[src/rtl/dadda_product_accumulator.sv]
// Accumulates a burst of unsigned multiplier products into a wide sum and hands the result downstream.
// Optional DADDA_ACC_SATURATE_EN: clamp the sum at all-ones on carry instead of wrapping.
module dadda_product_accumulator #(
  parameter int PROD_W = 8,
  parameter int ACC_W  = 16,
  parameter int LEN_W  = 4
) (
  input  logic              clk,
  input  logic              rst_n,
  input  logic              start,
  input  logic [LEN_W-1:0]  len,
  input  logic              in_valid,
  output logic              in_ready,
  input  logic [PROD_W-1:0] in_prod,
  output logic              out_valid,
  input  logic              out_ready,
  output logic [ACC_W-1:0]  out_acc,
  output logic              out_ovf,
  output logic              busy
);

  typedef enum logic [1:0] {IDLE, ACCUM, HOLD} state_t;

  state_t             state;
  logic [ACC_W-1:0]   acc;
  logic [LEN_W-1:0]   count;
  logic [LEN_W-1:0]   len_q;
  logic               ovf;
  logic [ACC_W:0]     sum;
  logic [ACC_W-1:0]   next_acc;
  logic               take;
  logic               last;

  // One extra bit on the adder captures the carry that drives the sticky overflow flag.
  assign sum = {1'b0, acc} + {{(ACC_W + 1 - PROD_W){1'b0}}, in_prod};

`ifdef DADDA_ACC_SATURATE_EN
  assign next_acc = sum[ACC_W] ? '1 : sum[ACC_W-1:0];
`else
  assign next_acc = sum[ACC_W-1:0];
`endif

  assign take = in_valid && (state == ACCUM);
  assign last = (count == len_q - LEN_W'(1));

  always_ff @(posedge clk or negedge rst_n) begin
    if (!rst_n) begin
      state <= IDLE;
      acc   <= '0;
      count <= '0;
      len_q <= '0;
      ovf   <= 1'b0;
    end else begin
      case (state)
        IDLE: begin
          if (start) begin
            acc <= '0;
            ovf <= 1'b0;
            if (len != '0) begin
              len_q <= len;
              count <= '0;
              state <= ACCUM;
            end else begin
              state <= HOLD;
            end
          end
        end
        ACCUM: begin
          if (take) begin
            acc   <= next_acc;
            ovf   <= ovf | sum[ACC_W];
            count <= count + LEN_W'(1);
            if (last) state <= HOLD;
          end
        end
        HOLD: begin
          if (out_ready) state <= IDLE;
        end
        default: state <= IDLE;
      endcase
    end
  end

  // The accumulator itself is the result register; it is frozen while the result is held.
  assign in_ready  = (state == ACCUM);
  assign out_valid = (state == HOLD);
  assign busy      = (state != IDLE);
  assign out_acc   = acc;
  assign out_ovf   = ovf;

endmodule
[config.mk]
export PLATFORM = sky130hd
export DESIGN_NAME = dadda_product_accumulator
export DESIGN_NICKNAME = d
export VERILOG_FILES = /design/src/rtl/dadda_product_accumulator.sv
export SDC_FILE = /design/constraint.sdc
export NUM_CORES = 1
export LEC_CHECK = 0
export ABC_AREA = 0
export BUFFER_PORTS_ARGS = -buffer_cell sky130_fd_sc_hd__buf_2
export CAP_MARGIN = 0
export CORE_MARGIN = 3
export CORE_UTILIZATION = 48
export CTS_CLUSTER_DIAMETER = 40
export DETAILED_ROUTE_END_ITERATION = 10
export GPL_TIMING_DRIVEN = 0
export PLACE_DENSITY = 0.78
export REMOVE_ABC_BUFFERS = 1
export SLEW_MARGIN = 30
export SYNTH_ARGS = -nofsm -noshare
export SYNTH_HDL_FRONTEND = slang
export SYNTH_SLANG_ARGS = --single-unit
export TNS_END_PERCENT = 100
[constraint.sdc]
create_clock -name clk -period 1.9 [get_ports clk]
set_input_delay 0.095 -clock clk [delete_from_list [all_inputs] [get_ports clk]]
set_output_delay 0.095 -clock clk [all_outputs]
set_load 0.005 [all_outputs]
==> impl_metrics.toml, run 1 <==
[min_path]
hp-start = "len[2]"
hold_end = "len_q[2]$_DFFE_PN0P_"
min_path_cells = 2
hp-class = "input port to register"

[critical_path]
cp_max_fo = 2
slowest_stage = "dfrtp_1"
ff2ff_path_depth = 8
cp.arrival_ns = 2.31
critPathKind = "register to register"
critPathLaunchType = "register"
worstReg2RegStart = "out_acc[0]$_DFFE_PN0P_"
cp_slowest_stage_delay_ns = 0.41
endpoint_kind = "register"
r2r_slack_ns = -0.17
crit_required_ns = 2.15
path_cells = "ha_2 > inv_2 > fa_2 > nor2b_4 > o31ai_4 > a21boi_1 > or3_1 > a32o_1"
r2r-end = "out_acc[6]$_DFFE_PN0P_"

[sta]
fmax_mhz = 483.3
rsz0062_at_grt = "yes"
setup_violations = 6
worst_slew_pin_slew_ns = 0.6926
hold_violations = 0
drv_slew = 0
post-route-worst-setup-slack_ns = -0.1691
whs_ns = 0.008582
period_needed_ns = 2.069
final.setup_skew_ns = 0.01172
slew_headroom_pct = 53.44
min_period_over_period_pct = 108.9

[floorplan]
fp-row-count = 20
core-area_um2 = 3178
dieArea_um2 = 4232
initial_core_util_pct = 52.68
num_io_pins = 37
die_width_um = 65.06
die_y_um = 65.06

[final_layout]
drive_above_1_share_pct = 35.56
fin_nets = 254
layout_common_cells = "buf_2 (36), dfrtp_1 (27), buf_4 (15)"
diodes = 0
final_cell_area_um2 = 2197
syn_to_final_growth_pct = 31.24
mostFrequentLayoutCell = "buf_2"

[placement]
place.gp.congestion = 0.8753
placed_cell_area_um2 = 1887
dp_hpwl_mm = 2.865
port_buffers = 36

[route]
routed_wl_mm = 4.208
drt_iter0_markers = 83
vias_per_cell = 5.721
first_pass_iters = 4
drcViolationCount = 0
vias = 1539
wire_per_inst_um = 15.64
drtAntennaViolNets = 0

[yosys]
syn_area_per_cell_um2 = 9.848
synth_top_area_share_pct = 40.36
ys_warn_count = 0
async_flop_share_pct = 100.0
yosysTopAreaCell = "dfrtp_1"
synth_cell_type_count = 48
synthFlopType = "dfrtp_1"
syn_area_um2 = 1674
synth_edf_count = 0
yosysSeqAreaShare_pct = 40.36
netlist_top_cells_area = "dfrtp_1 (40%), ha_1 (7.5%), xnor2_1 (4.7%)"
synth_seq_cells = 27
netlist_instances = 170

[run]
cap_violations = 0

[grt]
antenna_found_initial = 0
grt_max_degree = 28
grt_first_pass_wirelength_mm = 6.630
grt_usage_pct = 19.82
grt_pass1_vias = 1483
grt.overflow.total = 0

[clock_network]
cts-buffers-inserted = 3
clock_latency_ns = 0.33
clk_path_buf_depth = 2
cts.sinks = 27
cts_tree = "done"
h-tree-depth = 1
clkTransAtPathRegs_ns = 0.15
root_buffer = "clkbuf_4"

[pwr]
p_leak_nw = 1.006
peakVddDrop_mv = 0.7425
p_per_area_nw_per_um2 = 1312

[outcome]
status = "complete, but fails checks"
violations = "setup timing"
layer usage:
metal | vias up | wire (µm) | global-route usage, %
met4 | 0 | 36 | 4.922
li1 | 734 | - | -
met5 | - | 0 | 0
met1 | 744 | 1782 | 24.06
met2 | 54 | 2145 | 36.27
met3 | 7 | 243 | 3.293
cells by family after synthesis:
| group | synth area share, % |
|---|---|
| flops | 40.36 |
| compound gates | 22.35 |
| buf+inv | 2.915 |
| fa+ha+maj | 8.670 |
| simple gates | 17.86 |
| xor+xnor | 7.848 |
layout make-up:
| type | count | area (µm²) |
|---|---|---|
| fill | 258 | 980.9 |
| sequential | 27 | 675.6 |
| inverter | 7 | 26.28 |
| multi-input combinational | 133 | 1081 |
| timing repair buffer | 54 | 332.8 |
| tap | 44 | 55.05 |
| clock buffer | 4 | 26.28 |
Yosys cell counts, types with 2 or more instances:
cell and n:
inv_1 7, o21ai_0 13, and3_1 2, xnor2_1 9
o211ai_1 3, or3_1 5, xor2_1 6, a31oi_1 2
a22o_1 3, nor4_1 2, nand2_1 14, nand3_1 4
dfrtp_1 27, nand4_1 2, a32o_1 2, a21oi_1 10
ha_1 10, a211oi_1 4, nor2b_1 3, nor2_1 12
o21a_1 3
worst max path at each step:
stage / startpoint / endpoint / slack (ns) / depth (start not counted)
after floorplan: out_acc[0]$_DFFE_PN0P_ / out_acc[6]$_DFFE_PN0P_ / -0.09 / 8
after global routing: out_acc[0]$_DFFE_PN0P_ / out_acc[8]$_DFFE_PN0P_ / -0.27 / 10
after global placement: out_acc[6]$_DFFE_PN0P_ / out_acc[11]$_DFFE_PN0P_ / -0.20 / 6
after detailed placement: out_acc[6]$_DFFE_PN0P_ / out_acc[11]$_DFFE_PN0P_ / -0.33 / 6
after CTS: out_acc[0]$_DFFE_PN0P_ / out_acc[14]$_DFFE_PN0P_ / -0.16 / 9
final: out_acc[0]$_DFFE_PN0P_ / out_acc[6]$_DFFE_PN0P_ / -0.17 / 8
sequential cells by signal, indices dropped and copies added, names as in the netlist:
name,count
len_q,4
state,2
out_acc,16
out_ovf,1
count,4
critical path, delay by kind of cell (launching register included):
kind                     cells  cell delay (ns)
AO/OA/AOI/OAI                3             0.70
AND/OR/NAND/NOR              2             0.43
flip-flops                   1             0.41
adder cells (fa/ha/maj)      2             0.40
buffers and inverters        1             0.05
per-stage QoR:
step	setup WS [ns]	power (mW)	setup TNS, ns	util [%]	std cells
after floorplan	-0.08647	1.848	-0.2183	-	167
after global placement	-0.2007	2.165	-1.370	59.37	247
after detailed placement	-0.3252	2.226	-2.107	59.37	247
after CTS	-0.1567	2.632	-0.9360	64.57	259
after global routing	-0.2655	3.116	-1.273	69.13	269
final	-0.1691	2.883	-0.7116	69.13	269
timing repair:
item / in CTS / in global routing
pin swaps: 8 / 11
cloned: 0 / 0
resized for setup: 13 / 13
setup endpoints to repair: 9 / 12
hold buffers: 2 / 0
setup buffers: 6 / 10
hold endpoints to repair: 28 / 0
report_power, final:
group | total [mW] | switching, mW | leakage (nW) | internal (mW)
clock network | 0.256 | 0.173 | 0.0150 | 0.0825
registers | 0.958 | 0.212 | 0.357 | 0.746
logic | 1.67 | 0.844 | 0.634 | 0.825
total | 2.88 | 1.23 | 1.01 | 1.65
Power figures use the tool's default switching activity.
==> inputs of run 2 (changes only) <==
SETUP_SLACK_MARGIN = 0.4   (was not set)
==> run 2 against run 1 <==
Effect of this change:
- the run still ends with setup timing left
- global-route usage grew 5.7 points
- sequential power up 0.8%
- sequential cell count did not move
- clock skew is 0.0017 ns higher
- clock power up 2%
- critical path depth rose by 3
- core utilization rose by 12 points
- critical endpoint is now out_acc[10]$_DFFE_PN0P_
- largest power group unchanged
- highest routed layer unchanged
==> impl_metrics.toml, run 2 (synthesized netlist as in run 1, its figures left out) <==
[pwr]
p_comb_share_pct = 67.0
p_leak_nw = 1.174
p_per_area_nw_per_um2 = 1442
p_clk_share_pct = 7.0
switchingPower_mw = 1.610
netSwitchingFraction_pct = 43.32
intPower_mw = 2.106
peakVddDrop_mv = 0.9967
power_frac_seq_pct = 26.0

[clock_network]
clkTransAtPathRegs_ns = 0.15
cts-buffers-inserted = 3
h-tree-depth = 1
clock_latency_ns = 0.35
clk_path_buf_depth = 2
root_buffer = "clkbuf_4"
cts.sinks = 27
cts_tree = "done"

[grt]
grt_pass1_vias = 1712
grt.overflow.total = 0
grt_max_degree = 28
grt_most_used_layer = "met2"
antenna_found_initial = 0
grt_usage_pct = 25.50
use_met3_pct = 4.159
use_met2_pct = 47.51
use_met1_pct = 29.31
grt_first_pass_wirelength_mm = 8.197

[final_layout]
final_core_util_pct = 81.06
mostFrequentLayoutCell = "buf_2"
layout_common_cells = "buf_2 (36), buf_4 (27), dfrtp_1 (25)"
syn_to_final_growth_pct = 53.89
drive_above_1_share_pct = 50.40
final_cell_area_um2 = 2576
largest_register_ffs = 16
fin_nets = 277
diodes = 0

[critical_path]
critPathLaunchType = "register"
worstReg2RegStart = "out_acc[0]$_DFFE_PN0P_"
critPathKind = "register to register"
endpoint_kind = "register"
cp_max_fo = 5
r2r_slack_ns = -0.24
crit_path_end = "out_acc[10]$_DFFE_PN0P_"
crit_start = "out_acc[0]$_DFFE_PN0P_"
cp.arrival_ns = 2.39
r2r-end = "out_acc[10]$_DFFE_PN0P_"
crit_required_ns = 2.15
ff2ff_path_depth = 11

[outcome]
status = "complete, but fails checks"
violations = "setup timing"

[floorplan]
initial_core_util_pct = 52.68
fp-row-count = 20
die_width_um = 65.06
die_y_um = 65.06
dieArea_um2 = 4232
core-area_um2 = 3178
num_io_pins = 37

[sta]
final.setup_skew_ns = 0.01345
post-route-worst-setup-slack_ns = -0.2420
fmax_mhz = 466.9
rsz0062_at_grt = "yes"
worst_slew_pin_slew_ns = 0.6327
min_period_over_period_pct = 112.7
slew_headroom_pct = 57.82
period_needed_ns = 2.142
hold_violations = 0
drv_slew = 0
setup_violations = 7

[route]
routed_wl_mm = 5.722
vias = 1753
wire_per_inst_um = 19.60
drcViolationCount = 0
first_pass_iters = 4
drt_iter0_markers = 193
vias_per_cell = 6.003
drtAntennaViolNets = 0

[placement]
placed_cell_area_um2 = 1887
dp_hpwl_mm = 2.865
port_buffers = 36
place.gp.congestion = 0.8753

[run]
cap_violations = 0

[min_path]
hp-class = "input port to register"
hp-start = "len[2]"
## run 2: what timing repair did
| item | CTS | global route |
|---|---|---|
| resized for setup | 44 | 27 |
| endpoints found under the hold margin | 28 | 0 |
| buffers inserted | 26 | 13 |
| endpoints found under the setup margin | 23 | 24 |
| hold buffers | 2 | 0 |
| gates cloned | 0 | 0 |
| pin swaps | 28 | 29 |
## run 2: worst min-delay path by stage
| stage | to | slack, ns | cells past startpoint |
|---|---|---|---|
| global route | len_q[2]$_DFFE_PN0P_ | 0.003 | 2 |
| finish | len_q[2]$_DFFE_PN0P_ | 0.002 | 2 |
| CTS | len_q[2]$_DFFE_PN0P_ | 0.003 | 2 |
| floorplan | count[0]$_DFFE_PN0P_ | -0.20 | 0 |
| detailed placement | out_acc[7]$_DFFE_PN0P_ | 0.14 | 1 |
| global placement | out_acc[6]$_DFFE_PN0P_ | 0.13 | 1 |
## run 2: stage by stage
stage / TNS, ns / hold slack [ns] / power, mW / setup WS, ns / std cells
3_5_place_dp: -2.107 / 0.1389 / 2.226 / -0.3252 / 247
6_report: -0.9859 / 0.002223 / 3.716 / -0.2420 / 292
2_1_floorplan: -0.2183 / -0.2006 / 1.848 / -0.08647 / 167
3_3_place_gp: -1.370 / 0.1335 / 2.165 / -0.2007 / 247
4_1_cts: -0.3606 / 0.002869 / 3.136 / -0.1404 / 279
5_1_grt: -1.578 / 0.003255 / 3.926 / -0.2667 / 292
## run 2: layout make-up
type                    count  area [µm²]
clock buffers               4       26.28
fillers                   195       601.8
inverters                   7       26.28
multi-input cells         133        1240
flip-flops and latches     27       678.2
well taps                  44       55.05
repair buffers             77       550.5
## run 2: routing by layer
layer	wire length [µm]	vias up
met5	0	-
met4	179	0
met3	312	21
met2	3034	86
li1	-	787
met1	2196	859
## run 2: worst max-delay path, stage by stage (launching register included)
cell,delay [ns]
dfrtp_1,0.42
ha_4,0.16
inv_2,0.04
fa_2,0.36
nor2b_4,0.15
o31ai_4,0.09
buf_12,0.15
buf_4,0.13
buf_6,0.11
a211oi_2,0.21
xnor2_1,0.16
nor2_1,0.07
## run 2: power groups by stage
stage / logic, mW / registers (mW) / clock network (mW)
2_1_floorplan: 0.921 / 0.927 / 0
3_3_place_gp: 1.22 / 0.942 / 0
3_5_place_dp: 1.27 / 0.957 / 0
4_1_cts: 1.96 / 0.921 / 0.259
5_1_grt: 2.65 / 0.984 / 0.288
6_report: 2.49 / 0.966 / 0.261
==> inputs of run 3 (changes only) <==
PLACE_DENSITY = not set   (was 0.78)
PLACE_DENSITY_LB_ADDON = 0.3   (was not set)
==> run 3 against run 2 <==
Effect of this change:
- the run still ends with setup timing left
- largest power group unchanged
- core utilization fell by 3.7 points
- non-clock buffer count decreased by 7
- via count fell by 6.0%
- largest cell class unchanged
- wire length decreased by 9.4%
- sequential power is 2% lower
- register-to-register slack improved by 0.097 ns
==> impl_metrics.toml, run 3 (synthesized netlist as in run 1, its figures left out) <==
[placement]
place.gp.congestion = 0.7970
placed_cell_area_um2 = 1887
dp_hpwl_mm = 2.754
port_buffers = 36
placedCellCount = 247
dp_slack_ns = -0.2731

[sta]
rsz0062_at_grt = "yes"
hold_violations = 0
period_needed_ns = 2.045
tns_ns = -0.5544
fmax_mhz = 489.0
slew_headroom_pct = 57.89
min_period_over_period_pct = 107.6
drv_slew = 0
setup_violations = 8
post-route-worst-setup-slack_ns = -0.1450
worst_slew_pin_slew_ns = 0.6317
whs_ns = 0.02320
final.setup_skew_ns = 0.01726

[critical_path]
ff2ff_path_depth = 9
worstReg2RegStart = "out_acc[0]$_DFFE_PN0P_"
cp.arrival_ns = 2.29
critPathKind = "register to register"
endpoint_kind = "register"
r2r-end = "out_acc[14]$_DFFE_PN0P_"
cp_max_fo = 5
r2r_slack_ns = -0.14
crit_required_ns = 2.15
critPathLaunchType = "register"

[clock_network]
root_buffer = "clkbuf_4"
cts-buffers-inserted = 3
h-tree-depth = 1
cts.sinks = 27
cts_tree = "done"
clkTransAtPathRegs_ns = 0.17
clk_path_buf_depth = 2
clock_latency_ns = 0.33

[pwr]
p_per_area_nw_per_um2 = 1400
peakVddDrop_mv = 0.7389
power_mw = 3.440
p_leak_nw = 1.116

[floorplan]
fp-row-count = 20
die_width_um = 65.06
initial_core_util_pct = 52.68
core-area_um2 = 3178
die_y_um = 65.06
num_io_pins = 37
dieArea_um2 = 4232

[final_layout]
drive_above_1_share_pct = 46.89
fin_nets = 270
largest_register_ffs = 16
diodes = 0
mostFrequentLayoutCell = "buf_2"
final_cell_area_um2 = 2457
syn_to_final_growth_pct = 46.79
final_core_util_pct = 77.32
layout_common_cells = "buf_2 (35), dfrtp_1 (25), buf_4 (23)"
stdcell_count = 285

[min_path]
hold_end = "len_q[3]$_DFFE_PN0P_"
min_path_cells = 2
hp-start = "len[3]"
hp-class = "input port to register"

[grt]
grt_max_degree = 28
grt_usage_pct = 23.18
grt_first_pass_wirelength_mm = 7.631
grt.overflow.total = 0
grt_pass1_vias = 1620
antenna_found_initial = 0

[outcome]
status = "complete, but fails checks"
violations = "setup timing"

[route]
vias_per_cell = 5.779
drtAntennaViolNets = 0
wire_per_inst_um = 18.18
vias = 1647
drt_iter0_markers = 165
first_pass_iters = 5
routed_wl_mm = 5.182
drcViolationCount = 0

[run]
cap_violations = 0
[run 3: cell count changes in the layout (fill, tap and decap cells not counted), sizes merged]
cell and change:
buf -8, dlygate4sd3 +1
[run 3: worst max-delay path by stage]
stage,end,start,slack [ns],cells after the start
after global routing,out_acc[14]$_DFFE_PN0P_,out_acc[0]$_DFFE_PN0P_,-0.22,9
after CTS,out_acc[6]$_DFFE_PN0P_,out_acc[0]$_DFFE_PN0P_,-0.17,8
after floorplan,out_acc[6]$_DFFE_PN0P_,out_acc[0]$_DFFE_PN0P_,-0.09,8
after detailed placement,out_acc[12]$_DFFE_PN0P_,out_acc[0]$_DFFE_PN0P_,-0.27,8
after global placement,out_acc[6]$_DFFE_PN0P_,out_acc[0]$_DFFE_PN0P_,-0.20,8
final,out_acc[14]$_DFFE_PN0P_,out_acc[0]$_DFFE_PN0P_,-0.14,9
[run 3: repair_timing]
item / CTS / global route
hold buffers: 3 / 0
setup endpoints to repair: 24 / 24
buffers inserted: 21 / 10
pin swaps: 13 / 21
gates resized for setup: 36 / 22
hold endpoints to repair: 29 / 0
[run 3: cell type report]
cell class                      instances  area [µm²]
Clock buffer                            4       26.28
Fill cell                             197       720.7
Inverter                                7       26.28
Multi-Input combinational cell        133        1192
Sequential cell                        27       678.2
Tap cell                               44       55.05
Timing Repair Buffer                   70       479.2
[run 3: worst max-delay path, cell delays in order (launching register included)]
cell and delay, ns:
dfrtp_1 0.39, ha_2 0.19, inv_2 0.04, fa_2 0.37, nor2b_4 0.16, o31ai_4 0.10
buf_6 0.14, a2111oi_4 0.36, xnor2_1 0.16, nor2_1 0.06
[run 3: power by group]
group / total (mW) / internal [mW] / switching (mW)
Clock: 0.264 / 0.0822 / 0.181
Combinational: 2.23 / 1.13 / 1.09
Sequential: 0.951 / 0.750 / 0.201
Total: 3.44 / 1.96 / 1.48
[run 3: per-layer routing]
metal | wire length [µm] | vias up | part of all wire [%] | track usage, %
li1 | - | 766 | - | -
met1 | 2243 | 808 | 43 | 30.47
met2 | 2629 | 63 | 51 | 38.95
met3 | 215 | 10 | 4.1 | 2.773
met4 | 93 | 0 | 1.8 | 8.808
met5 | 0 | - | 0 | 0
